File: src/rtl/types.sv
// Shared half-float vector and triangle types for the triangle-normal path.
package types;
  typedef logic [15:0] f16;
  typedef struct packed { f16 x; f16 y; f16 z; } vec3_f16;
  typedef struct packed { vec3_f16 p1; vec3_f16 p2; vec3_f16 p3; } tri_3d;
endpackage

File: src/rtl/triangle_normal_sched.sv
// Issue/completion controller for the triangle-normal datapath: credit-gated issue, tag pairing,
// in-order result buffering. Optional zero-normal flag via `TN_SCHED_DEGEN_EN.
module triangle_normal_sched
  import types::*;
#(
  parameter int unsigned DEPTH = 8,
  parameter int unsigned TAG_W = 8
) (
  input  logic             clk,
  input  logic             rst,
  input  logic             in_valid,
  output logic             in_ready,
  input  tri_3d            in_triangle,
  input  logic [TAG_W-1:0] in_tag,
  output logic             tn_input_valid,
  output tri_3d            tn_triangle,
  input  vec3_f16          tn_normal,
  input  logic             tn_normal_valid,
  output logic             out_valid,
  input  logic             out_ready,
  output vec3_f16          out_normal,
  output logic [TAG_W-1:0] out_tag,
  output logic             out_degenerate,
  output logic             busy,
  output logic             err
);
  localparam int unsigned AW = $clog2(DEPTH);
  localparam int unsigned CW = AW + 1;
  localparam logic [CW-1:0] DepthC = CW'(DEPTH);

  logic [CW-1:0]    r_pending;
  logic [CW-1:0]    r_tag_wr, r_tag_rd, r_out_wr, r_out_rd;
  logic             r_err;
  logic             r_tn_valid;
  tri_3d            r_tn_tri;
  logic [TAG_W-1:0] r_tag_mem  [DEPTH];
  logic [TAG_W-1:0] r_otag_mem [DEPTH];
  vec3_f16          r_onorm_mem[DEPTH];

  logic w_accept, w_out_pop, w_tag_empty, w_out_empty, w_cpl, w_spurious;

  assign in_ready    = !rst && (r_pending < DepthC);
  assign w_accept    = in_valid && in_ready;
  assign w_tag_empty = (r_tag_wr == r_tag_rd);
  assign w_out_empty = (r_out_wr == r_out_rd);
  assign out_valid   = !w_out_empty;
  assign w_out_pop   = out_valid && out_ready;
  assign w_cpl       = tn_normal_valid && !w_tag_empty;
  assign w_spurious  = tn_normal_valid && w_tag_empty;

  assign tn_input_valid = r_tn_valid;
  assign tn_triangle    = r_tn_tri;
  assign out_tag        = r_otag_mem[r_out_rd[AW-1:0]];
  assign out_normal     = r_onorm_mem[r_out_rd[AW-1:0]];
  assign busy           = (r_pending != '0);
  assign err            = r_err;

  // Credits cover both FIFOs, so neither push below needs a full check.
  always_ff @(posedge clk or posedge rst) begin
    if (rst) begin
      r_pending  <= '0;
      r_err      <= 1'b0;
      r_tn_valid <= 1'b0;
      r_tn_tri   <= '0;
    end else begin
      unique case ({w_accept, w_out_pop})
        2'b10:   r_pending <= r_pending + CW'(1);
        2'b01:   r_pending <= r_pending - CW'(1);
        default: r_pending <= r_pending;
      endcase
      if (w_spurious) r_err <= 1'b1;
      r_tn_valid <= w_accept;
      if (w_accept) r_tn_tri <= in_triangle;
    end
  end

  always_ff @(posedge clk or posedge rst) begin
    if (rst) begin
      r_tag_wr <= '0;
      r_tag_rd <= '0;
      for (int i = 0; i < int'(DEPTH); i++) r_tag_mem[i] <= '0;
    end else begin
      if (w_accept) begin
        r_tag_mem[r_tag_wr[AW-1:0]] <= in_tag;
        r_tag_wr <= r_tag_wr + CW'(1);
      end
      if (w_cpl) r_tag_rd <= r_tag_rd + CW'(1);
    end
  end

  always_ff @(posedge clk or posedge rst) begin
    if (rst) begin
      r_out_wr <= '0;
      r_out_rd <= '0;
      for (int i = 0; i < int'(DEPTH); i++) begin
        r_otag_mem[i]  <= '0;
        r_onorm_mem[i] <= '0;
      end
    end else begin
      if (w_cpl) begin
        r_otag_mem[r_out_wr[AW-1:0]]  <= r_tag_mem[r_tag_rd[AW-1:0]];
        r_onorm_mem[r_out_wr[AW-1:0]] <= tn_normal;
        r_out_wr <= r_out_wr + CW'(1);
      end
      if (w_out_pop) r_out_rd <= r_out_rd + CW'(1);
    end
  end

`ifdef TN_SCHED_DEGEN_EN
  logic r_odeg_mem [DEPTH];
  logic w_degen;

  // Sign bit ignored so -0.0 also counts as zero.
  assign w_degen = (tn_normal.x[14:0] == 15'd0) && (tn_normal.y[14:0] == 15'd0) &&
                   (tn_normal.z[14:0] == 15'd0);

  always_ff @(posedge clk or posedge rst) begin
    if (rst) begin
      for (int i = 0; i < int'(DEPTH); i++) r_odeg_mem[i] <= 1'b0;
    end else if (w_cpl) begin
      r_odeg_mem[r_out_wr[AW-1:0]] <= w_degen;
    end
  end

  assign out_degenerate = r_odeg_mem[r_out_rd[AW-1:0]];
`else
  assign out_degenerate = 1'b0;
`endif

endmodule

File: config.mk
export PLATFORM = sky130hd
export DESIGN_NAME = triangle_normal_sched
export DESIGN_NICKNAME = d
export VERILOG_FILES = /design/src/rtl/types.sv /design/src/rtl/triangle_normal_sched.sv
export SDC_FILE = /design/constraint.sdc
export NUM_CORES = 1
export LEC_CHECK = 0
export CAP_MARGIN = 5
export CORE_MARGIN = 8
export CORE_UTILIZATION = 55
export DETAILED_ROUTE_END_ITERATION = 12
export HOLD_SLACK_MARGIN = 0.02
export PLACE_DENSITY = 0.85
export REMOVE_ABC_BUFFERS = 1
export SYNTH_ARGS = -nofsm -noshare
export SYNTH_HDL_FRONTEND = slang
export SYNTH_SLANG_ARGS = --single-unit
File: constraint.sdc
create_clock -name clk -period 27.8 [get_ports clk]
set_input_delay 2.78 -clock clk [delete_from_list [all_inputs] [get_ports clk]]
set_output_delay 2.78 -clock clk [all_outputs]
set_load 0.05 [all_outputs]
==> flow_summary.yaml, run 1 <==
outcome:
  status: "finished clean"
logic_synthesis:
  synthSimpleGateAreaFrac_pct: 7.22
  syn_avg_cell_area_um2: 13.9
  yosys.area_share.xor_xnor_pct: 0.876
  muxShareOfSynthArea_pct: 29.5
  netlist-cell-type-count: 44
  syn_inst: 2116
  netlist_area_um2: 29400
  synthAdderAreaFrac_pct: 0.366
  synth_compound_area_share_pct: 1.81
  yosysSeqAreaShare_pct: 57.7
  synth-seq-cells: 678
  yosysWarnings: 0
  synth_top_family_by_area: "multiplexers"
power:
  sw_frac_of_total_pct: 40.8
  p_seq_share_pct: 34.3
  irDropWorstVdd_v: 0.000134
  power.share.clock_pct: 17.1
  p_int_mw: 3.10
  p_per_area_nw_per_um2: 145
  p_sw_mw: 2.14
  leakage_nw: 15.8
  pwr-share-comb_pct: 48.6
routing:
  antenna_left: 0
  first_pass_iters: 5
  drc: 0
  vias: 18555
  routedWlPerCell_um: 23.1
  routed_wl_mm: 74.4
  via_per_inst: 5.76
  drt_iter0_markers: 1270
sta:
  setup_ws_ns: 20.23
  rsz0062_at_grt: "no"
  final-hold-violation-count: 0
  setup_tns_ns: 0
  period_share_pct: 27.2
  fmax_mhz: 132
  slew_headroom_pct: 23.2
  finClkSkew_ns: 0.0219
  fin_crit_ns: 7.57
  tightest_slew_ns: 1.15
  setup_violations: 0
  hold_slack_ns: 0.469
  slew_violations: 0
layout:
  area_growth_pct: 22.7
  layout.nets: 2700
  layout_common_cells: "dfrtp_1, nand2_1, mux2_2, clkdlybuf4s50_1, mux4_2"
  drive_gt1_share_pct: 28.2
  layout_commonest_cell: "dfrtp_1"
setup_path:
  crit_fanout: 48
  r2r_end: "r_onorm_mem[188]"
  arrival_ns: 4.79
  worstSetupEndpointType: "primary output"
  path_class: "register to primary output"
  rr_startpoint: "r_tag_rd[2]"
  start_kind: "register"
  r2r_slack_ns: 24.09
  worstPathRequired_ns: 25.02
  rr_worst_depth: 4
clock_network:
  root_buffer: "clkbuf_16"
  cts_tree: "built"
  cts_hold_buf: 0
  clock_sinks: 678
  clock_latency_ns: 0.61
  post_cts_resized: 0
  htree_levels: 3
  cts-buffers-inserted: 71
  path_clk_slew_ns: 0.06
  clock_path_buffers: 3
  cts_setup_buffers: 0
global_route:
  grt_pass1_vias: 20636
  grt_util_all_layers_pct: 24.7
  grt_max_degree: 203
  grt_pass1_wl_mm: 118
  grt_use_met2_pct: 42.4
  grt-busiest-layer: "met2"
  grt_util_met1_pct: 29.7
  use_met3_pct: 6.70
  antenna_found_initial: 6
  grt_overflow: 0
floorplanning:
  core_area_um2: 52800
  start_util_pct: 55.8
  dieArea_um2: 61100
  die_x_um: 247
  die_y_um: 247
  rows: 84
  io_pins: 411
place:
  gp_congestion: 0.793
  hpwlAfterDp_mm: 46.7
  port_buffers: 409
  dp_slack_ns: 20.75
worst_hold_path:
  hold_start: "tn_triangle[94]"
  hold_path_end: "tn_triangle[94]"
  hold_depth: 2
  hold_path.class: "register to register"
flow_run:
  maxCapViolations: 0
==> synthesized netlist by cell type, drive strengths merged <==
master / count / share of area (%)
nor3: 1 / 0.017
xnor2: 18 / 0.59
ha: 7 / 0.30
o311ai: 1 / 0.030
nand4b: 4 / 0.12
and3: 2 / 0.043
nor4bb: 3 / 0.10
mux2: 507 / 19
or3b: 1 / 0.030
buf: 71 / 1.6
mux4: 128 / 9.8
nand2b: 1 / 0.021
o21ai: 35 / 0.60
o21bai: 1 / 0.026
or3: 1 / 0.021
fa: 1 / 0.068
or4: 1 / 0.026
nor3b: 1 / 0.026
a41oi: 5 / 0.23
nor2b: 2 / 0.043
nand3: 6 / 0.10
dfrtp: 678 / 58
inv: 9 / 0.11
xor2: 8 / 0.29
conb: 1 / 0.013
o41ai: 4 / 0.37
nor2: 35 / 0.45
nand2: 475 / 6.1
nand4: 4 / 0.085
a21oi: 33 / 0.56
and4: 1 / 0.030
mux2i: 9 / 0.31
nor4b: 1 / 0.030
clkbuf: 60 / 0.77
nor4: 1 / 0.021
==> per-layer routing <==
layer	share of wire, %	wire, um
met5	0.017	13
met4	3.7	2780
met3	6.8	5070
met2	51	37700
met1	39	28800
==> per-stage QoR <==
stage                     cells  instance area, um2  util [%]  power [mW]
after global routing       3220               36100      68.4        5.50
after detailed placement   3102               33900      64.3        4.36
after global placement     3102               33900      64.3        4.25
after floorplan            1985               28700         -        3.58
after CTS                  3218               36100      68.4        5.28
final                      3221               36100      68.4        5.24
==> how the worst max path moves through the flow <==
stage,start,to,slack (ns),cells after the start
finish,r_out_rd[0],out_normal[7],20.23,5
CTS,r_out_rd[0],out_normal[37],20.05,5
floorplan,rst,err,6.01,1
global route,r_out_rd[0],out_normal[34],19.85,5
detailed placement,rst,in_ready,20.75,3
global placement,rst,in_ready,20.73,3
==> layout make-up <==
type	count	area [um2]
diodes	3	7.51
clock buffers	97	2000
clock inverters	19	176
fillers	3472	16700
inverters	9	43.8
multi-input cells	1298	11800
flip-flops and latches	678	17000
well taps	688	861
repair buffers	429	4270
==> power by group through the flow <==
stage / combinational [mW] / sequential (mW) / clock [mW]
6_report: 2.55 / 1.80 / 0.896
5_1_grt: 2.69 / 1.85 / 0.953
4_1_cts: 2.58 / 1.79 / 0.913
3_5_place_dp: 2.56 / 1.80 / 0
3_3_place_gp: 2.49 / 1.76 / 0
2_1_floorplan: 1.49 / 2.09 / 0
==> sequential cells by signal (all words and copies together), names as in the netlist <==
name / flops
err: 1
r_onorm_mem: 384
r_otag_mem: 64
r_out_rd: 4
r_out_wr: 4
r_pending: 4
r_tag_mem: 64
r_tag_rd: 4
r_tag_wr: 4
tn_input_valid: 1
tn_triangle: 144
==> cells by family (layout without fill, tap and decap cells) <==
kind of cell               after synthesis  after routing
DFF                                    678            678
muxes                                  644            644
and+or+nand+nor                        540            540
buffers and inverters                  140            554
AOI/OAI and AO/OA                       79             79
xor gates and xnor gates                26             26
adders and majority gates                8              8
other                                    1              4
==> worst max-delay path, cell delays in order (launching register included) <==
cell and delay [ns]:
dfrtp_4 0.73, buf_4 0.79, buf_4 0.87, mux4_2 0.61, mux2_2 0.31, clkdlybuf4s50_1 0.71
(Power assumes the default switching activity.)
==> run 2, diff against run 1 <==
--- a/config.mk
+++ b/config.mk
@@ -7,10 +7,10 @@
 export LEC_CHECK = 0
 export CAP_MARGIN = 5
 export CORE_MARGIN = 8
-export CORE_UTILIZATION = 55
+export CORE_UTILIZATION = 50
 export DETAILED_ROUTE_END_ITERATION = 12
 export HOLD_SLACK_MARGIN = 0.02
-export PLACE_DENSITY = 0.85
+export PLACE_DENSITY = 0.82
 export REMOVE_ABC_BUFFERS = 1
 export SYNTH_ARGS = -nofsm -noshare
 export SYNTH_HDL_FRONTEND = slang
==> constraint.sdc (replaced) <==
create_clock -name clk -period 6.6 [get_ports clk]
set_input_delay 0.66 -clock clk [delete_from_list [all_inputs] [get_ports clk]]
set_output_delay 0.66 -clock clk [all_outputs]
set_load 0.05 [all_outputs]
==> run 2 against run 1 <==
  * Sequential cell count did not move
  * Count of clock-buffer cells in the layout rose by 13
  * Combinational power rose to 4.2 times the previous value
  * Via count fell by 0.34%
  * Clock power rose to 4.8 times the previous value
  * Global-route usage fell by 2.4 points
  * Non-clock buffer count rose by 7
  * Utilization fell by 5.8 points
  * Register-to-register slack got worse by 21 ns
  * Worst setup slack got worse by 18 ns
  * Design area rose by 1.5%
==> flow_summary.yaml, run 2 (synthesized netlist as in run 1, its figures left out) <==
outcome:
  status: "finished clean"
global_route:
  grt_pass1_vias: 20766
  grt_pass1_wl_mm: 118
  grt_util_all_layers_pct: 22.4
  antenna_found_initial: 3
  grt_overflow: 0
  grt_max_degree: 201
layout:
  multiInputGateArea_um2: 11800
  design_area_um2: 36700
  drive_gt1_share_pct: 29.1
  area_growth_pct: 24.6
  final_util_pct: 62.6
  largest_reg_flops: 384
  layout.nets: 2710
  fillers: 4243
  layout_commonest_cell: "dfrtp_1"
  layout_common_cells: "dfrtp_1, nand2_1, mux2_2, clkdlybuf4s50_1, mux4_2"
  regArea_um2: 17000
  fin_cells: 3329
  largest-register: "r_onorm_mem"
floorplanning:
  io_pins: 411
  start_util_pct: 50.2
  die_y_um: 259
  core_area_um2: 58600
  rows: 89
  dieArea_um2: 66800
  die_x_um: 259
power:
  p_per_area_nw_per_um2: 615
  leakage_nw: 16.1
  p_seq_share_pct: 33.6
  p_int_mw: 13.5
  irDropWorstVdd_v: 0.000615
  totalPowerFinal_mw: 22.5
  sw_frac_of_total_pct: 40.0
  pwr-share-comb_pct: 47.4
  power.share.clock_pct: 19.0
  p_sw_mw: 9.00
sta:
  setup_tns_ns: 0
  rsz0062_at_grt: "no"
  finClkSkew_ns: 0.0170
  tightest_slew_ns: 1.10
  final-hold-violation-count: 0
  slew_violations: 0
  fin_crit_ns: 4.64
  period_share_pct: 70.3
  slew_headroom_pct: 26.7
  fmax_mhz: 216
  setup_violations: 0
setup_path:
  worstSetupEndpointType: "primary output"
  path_cells: "buf_4 -> mux4_2 -> mux2_2 -> clkdlybuf4s50_1"
  crit_fanout: 63
  worstPathRequired_ns: 5.94
  crit_family: "buffers and inverters"
  worst_path_max_delay_cell: "dfrtp_4"
  arrival_ns: 3.98
  start_kind: "register"
  cp_slowest_stage_delay_ns: 1.07
  r2r_slack_ns: 2.99
  crit_buf_inv: 2
  path_class: "register to primary output"
routing:
  first_pass_iters: 4
  antenna_left: 0
  drt_iter0_markers: 1099
  drc: 0
  routedWlPerCell_um: 22.5
  vias: 18492
  via_per_inst: 5.55
  routed_wl_mm: 74.9
clock_network:
  root_buffer: "clkbuf_16"
  cts-buffers-inserted: 74
  htree_levels: 3
  cts_tree: "built"
  clock_path_buffers: 3
  clock_latency_ns: 0.60
  cts_hold_buf: 0
  cts_setup_buffers: 0
  clock_sinks: 678
  path_clk_slew_ns: 0.06
  post_cts_resized: 0
flow_run:
  maxCapViolations: 0
place:
  port_buffers: 409
  place_area_um2: 34100
  hpwlAfterDp_mm: 47.3
  dp.cells: 3194
  gp_congestion: 0.792
worst_hold_path:
  hold_path.class: "register to register"
==> run 2: worst register-to-register path: stages, from the launching register on <==
cell	delay [ns]
dfrtp_1	0.99
xnor2_2	0.37
a41oi_4	0.86
buf_4	0.80
mux2_2	0.46
==> run 2: path summary, 6_finish.rpt <==
path,start,endpoint,depth (start not counted)
min in group asynchronous,rst,tn_triangle[78],2
hold reg to reg,tn_triangle[120],tn_triangle[120],2
max in group asynchronous,rst,r_onorm_mem[242],3
setup reg to reg,r_tag_rd[2],r_onorm_mem[107],4
setup / recovery,r_out_rd[1],out_normal[29],4
hold / removal,tn_triangle[120],tn_triangle[120],2
==> run 2: through the flow <==
stage	hold WS [ns]	worst slack, ns
floorplan	0.445	-13.07
global placement	0.456	2.66
detailed placement	0.461	2.61
CTS	0.477	1.93
global route	0.491	1.84
finish	0.471	1.96
==> run 2: final cells by class <==
cell class              count  area share [%]
clock inverters            23           0.765
clock buffers             110            6.22
well taps                 773            2.64
inverters                   9           0.119
multi-input cells        1298            32.1
flip-flops and latches    678            46.3
diodes                      2          0.0137
repair buffers            436            11.8
==> run 2: routing by layer <==
metal | global-route usage, % | vias to the layer above | wire (um)
met1 | 26.7 | 9623 | 29200
met5 | 0 | - | 13
met3 | 6.07 | 152 | 4660
li1 | - | 8191 | -
met2 | 39.3 | 524 | 38600
met4 | 6.91 | 2 | 2390
==> run 2: power by group through the flow <==
stage | clock, mW | sequential, mW | combinational [mW]
finish | 4.29 | 7.58 | 10.7
CTS | 4.38 | 7.58 | 10.8
global route | 4.54 | 7.83 | 11.3
floorplan | 0 | 8.80 | 6.29
global placement | 0 | 7.45 | 10.5
detailed placement | 0 | 7.61 | 10.7
==> run 3, diff against run 2 <==
--- a/config.mk
+++ b/config.mk
@@ -7,10 +7,10 @@
 export LEC_CHECK = 0
 export CAP_MARGIN = 5
 export CORE_MARGIN = 8
-export CORE_UTILIZATION = 50
+export CORE_UTILIZATION = 55
 export DETAILED_ROUTE_END_ITERATION = 12
 export HOLD_SLACK_MARGIN = 0.02
-export PLACE_DENSITY = 0.82
+export PLACE_DENSITY = 0.85
 export REMOVE_ABC_BUFFERS = 1
 export SYNTH_ARGS = -nofsm -noshare
 export SYNTH_HDL_FRONTEND = slang
==> constraint.sdc (replaced) <==
create_clock -name clk -period 4.8 [get_ports clk]
set_input_delay 0.48 -clock clk [delete_from_list [all_inputs] [get_ports clk]]
set_output_delay 0.48 -clock clk [all_outputs]
set_load 0.05 [all_outputs]
==> run 3 against run 2 <==
  * Hold slack got worse by 0.063 ns
  * Global-route usage is 2.4 points higher
  * Sequential share of layout area unchanged
  * Cell count shrank 2.3%
  * Design area unchanged
  * First-iteration DRC count down 0.73%
  * Count of clock-buffer cells in the layout fell by 6
  * Routed wire length fell by 0.16%
  * Utilization is 6.9 points higher
  * Sequential cell count unchanged
  * Clock power increased by 32%
  * Critical path type unchanged
==> flow_summary.yaml, run 3 (synthesized netlist as in run 1, its figures left out) <==
routing:
  first_pass_iters: 5
  routed_wl_mm: 74.7
  via_per_inst: 5.72
  vias: 18604
  antenna_left: 0
  routedWlPerCell_um: 23.0
  drc: 0
  drt_iter0_markers: 1091
sta:
  period_share_pct: 83.5
  hold_slack_ns: 0.407
  fmax_mhz: 250
  finClkSkew_ns: 0.0205
  rsz0062_at_grt: "no"
  slew_headroom_pct: 23.8
  fin_crit_ns: 4.01
  slew_violations: 0
  setup_tns_ns: 0
  setup_ws_ns: 0.793
  final-hold-violation-count: 0
  tightest_slew_ns: 1.14
  setup_violations: 0
layout:
  largest_reg_flops: 384
  layout.nets: 2721
  largest-register: "r_onorm_mem"
  layout_common_cells: "dfrtp_1, nand2_1, mux2_2, clkdlybuf4s50_1, mux4_2"
  layout_commonest_cell: "dfrtp_1"
  area_growth_pct: 24.6
  final_util_pct: 69.5
  fin_cells: 3251
  design_area_um2: 36700
  drive_gt1_share_pct: 29.2
  n_antenna_cell: 0
clock_network:
  post_cts_resized: 0
  clock_path_buffers: 3
  cts_tree: "built"
  path_clk_slew_ns: 0.06
  cts-buffers-inserted: 72
  cts_setup_buffers: 0
  clock_sinks: 678
  root_buffer: "clkbuf_16"
  clock_latency_ns: 0.60
  cts_hold_buf: 0
  htree_levels: 3
setup_path:
  crit_fanout: 35
  path_cells: "buf_4 -> mux4_2 -> mux2_2 -> clkdlybuf4s50_1"
  crit_start: "r_out_rd[0]"
  worstPathRequired_ns: 4.32
  crit_buf_inv: 2
  cp_slowest_stage_delay_ns: 0.92
  arrival_ns: 3.53
  rr_startpoint: "r_out_rd[1]"
  path_depth: 4
  r2r_end: "r_pending[3]"
  worstSetupEndpointType: "primary output"
  crit_family: "buffers and inverters"
  r2r_slack_ns: 1.44
  worst_path_max_delay_cell: "dfrtp_4"
  rr_worst_depth: 8
  critical_path.endpoint: "out_normal[25]"
  path_class: "register to primary output"
  start_kind: "register"
floorplanning:
  die_y_um: 247
  io_pins: 411
  core_area_um2: 52800
  die_x_um: 247
  dieArea_um2: 61100
  rows: 84
  start_util_pct: 55.8
global_route:
  use_met3_pct: 7.05
  grt_overflow: 0
  grt-busiest-layer: "met2"
  antenna_found_initial: 3
  grt_util_all_layers_pct: 24.7
  grt_max_degree: 146
  grt_util_met1_pct: 29.4
  grt_pass1_vias: 20874
  grt_pass1_wl_mm: 118
  grt_use_met2_pct: 42.4
power:
  power.share.clock_pct: 18.3
  p_seq_share_pct: 33.7
  p_per_area_nw_per_um2: 843
  sw_frac_of_total_pct: 40.2
  leakage_nw: 16.1
  totalPowerFinal_mw: 30.9
  p_sw_mw: 12.4
  irDropWorstVdd_v: 0.000642
  p_int_mw: 18.5
  pwr-share-comb_pct: 48.0
place:
  dp.cells: 3122
  hpwlAfterDp_mm: 48.5
  gp_congestion: 0.799
  port_buffers: 409
  place_area_um2: 34200
  dp_slack_ns: 1.36
flow_run:
  maxCapViolations: 0
outcome:
  status: "finished clean"
worst_hold_path:
  hold_path.class: "input port to register"
[run 3: cell count changes in the layout (fill, tap and decap cells not counted)]
| cell | before | now |
|---|---|---|
| clkinv_2 | 16 | 10 |
| clkbuf_1 | 10 | 13 |
| clkbuf_16 | 77 | 75 |
| clkinvlp_4 | 0 | 6 |
| buf_12 | 3 | 14 |
| clkbuf_8 | 23 | 16 |
| buf_4 | 24 | 26 |
| bufinv_16 | 6 | 5 |
| diode_2 | 2 | 0 |
| inv_6 | 0 | 1 |
| clkinv_4 | 0 | 2 |
[run 3: area by class of cell]
cell class | count | area, um2
clock buffers | 104 | 2150
clock inverters | 25 | 292
fillers | 3392 | 16100
inverters | 9 | 43.8
multi-input cells | 1298 | 11800
flip-flops and latches | 678 | 17000
well taps | 688 | 861
repair buffers | 449 | 4570
[run 3: worst reg2reg max path, stage by stage, from the launching register on]
cell and delay [ns]:
dfrtp_4 0.89, buf_4 0.42, xnor2_1 0.14, a41oi_1 0.42, ha_1 0.40, ha_1 0.28, a21oi_1 0.24, o21ai_0 0.14
o311ai_0 0.31
[run 3: power by group through the flow]
stage | combinational [mW] | clock [mW] | sequential [mW]
after floorplan | 8.65 | 0 | 12.1
after CTS | 15.0 | 5.76 | 10.4
final | 14.8 | 5.66 | 10.4
after detailed placement | 14.9 | 0 | 10.4
after global placement | 14.5 | 0 | 10.2
after global routing | 15.6 | 5.99 | 10.7
[run 3: worst min path at each step]
stage                    start              end  slack, ns  cells after the start
4_1_cts        in_triangle[43]  tn_triangle[43]       0.37                      3
5_1_grt        in_triangle[13]  tn_triangle[13]       0.39                      3
3_3_place_gp   tn_triangle[43]  tn_triangle[43]       0.46                      2
3_5_place_dp   tn_triangle[72]  tn_triangle[72]       0.46                      2
6_report       in_triangle[43]  tn_triangle[43]       0.41                      3
2_1_floorplan   r_otag_mem[40]   r_otag_mem[40]       0.44                      2
[run 3: routing by layer]
metal / wire [um] / share of wire [%]
met5: 12 / 0.016
met4: 2810 / 3.8
met3: 5160 / 6.9
met2: 37900 / 51
met1: 28800 / 39
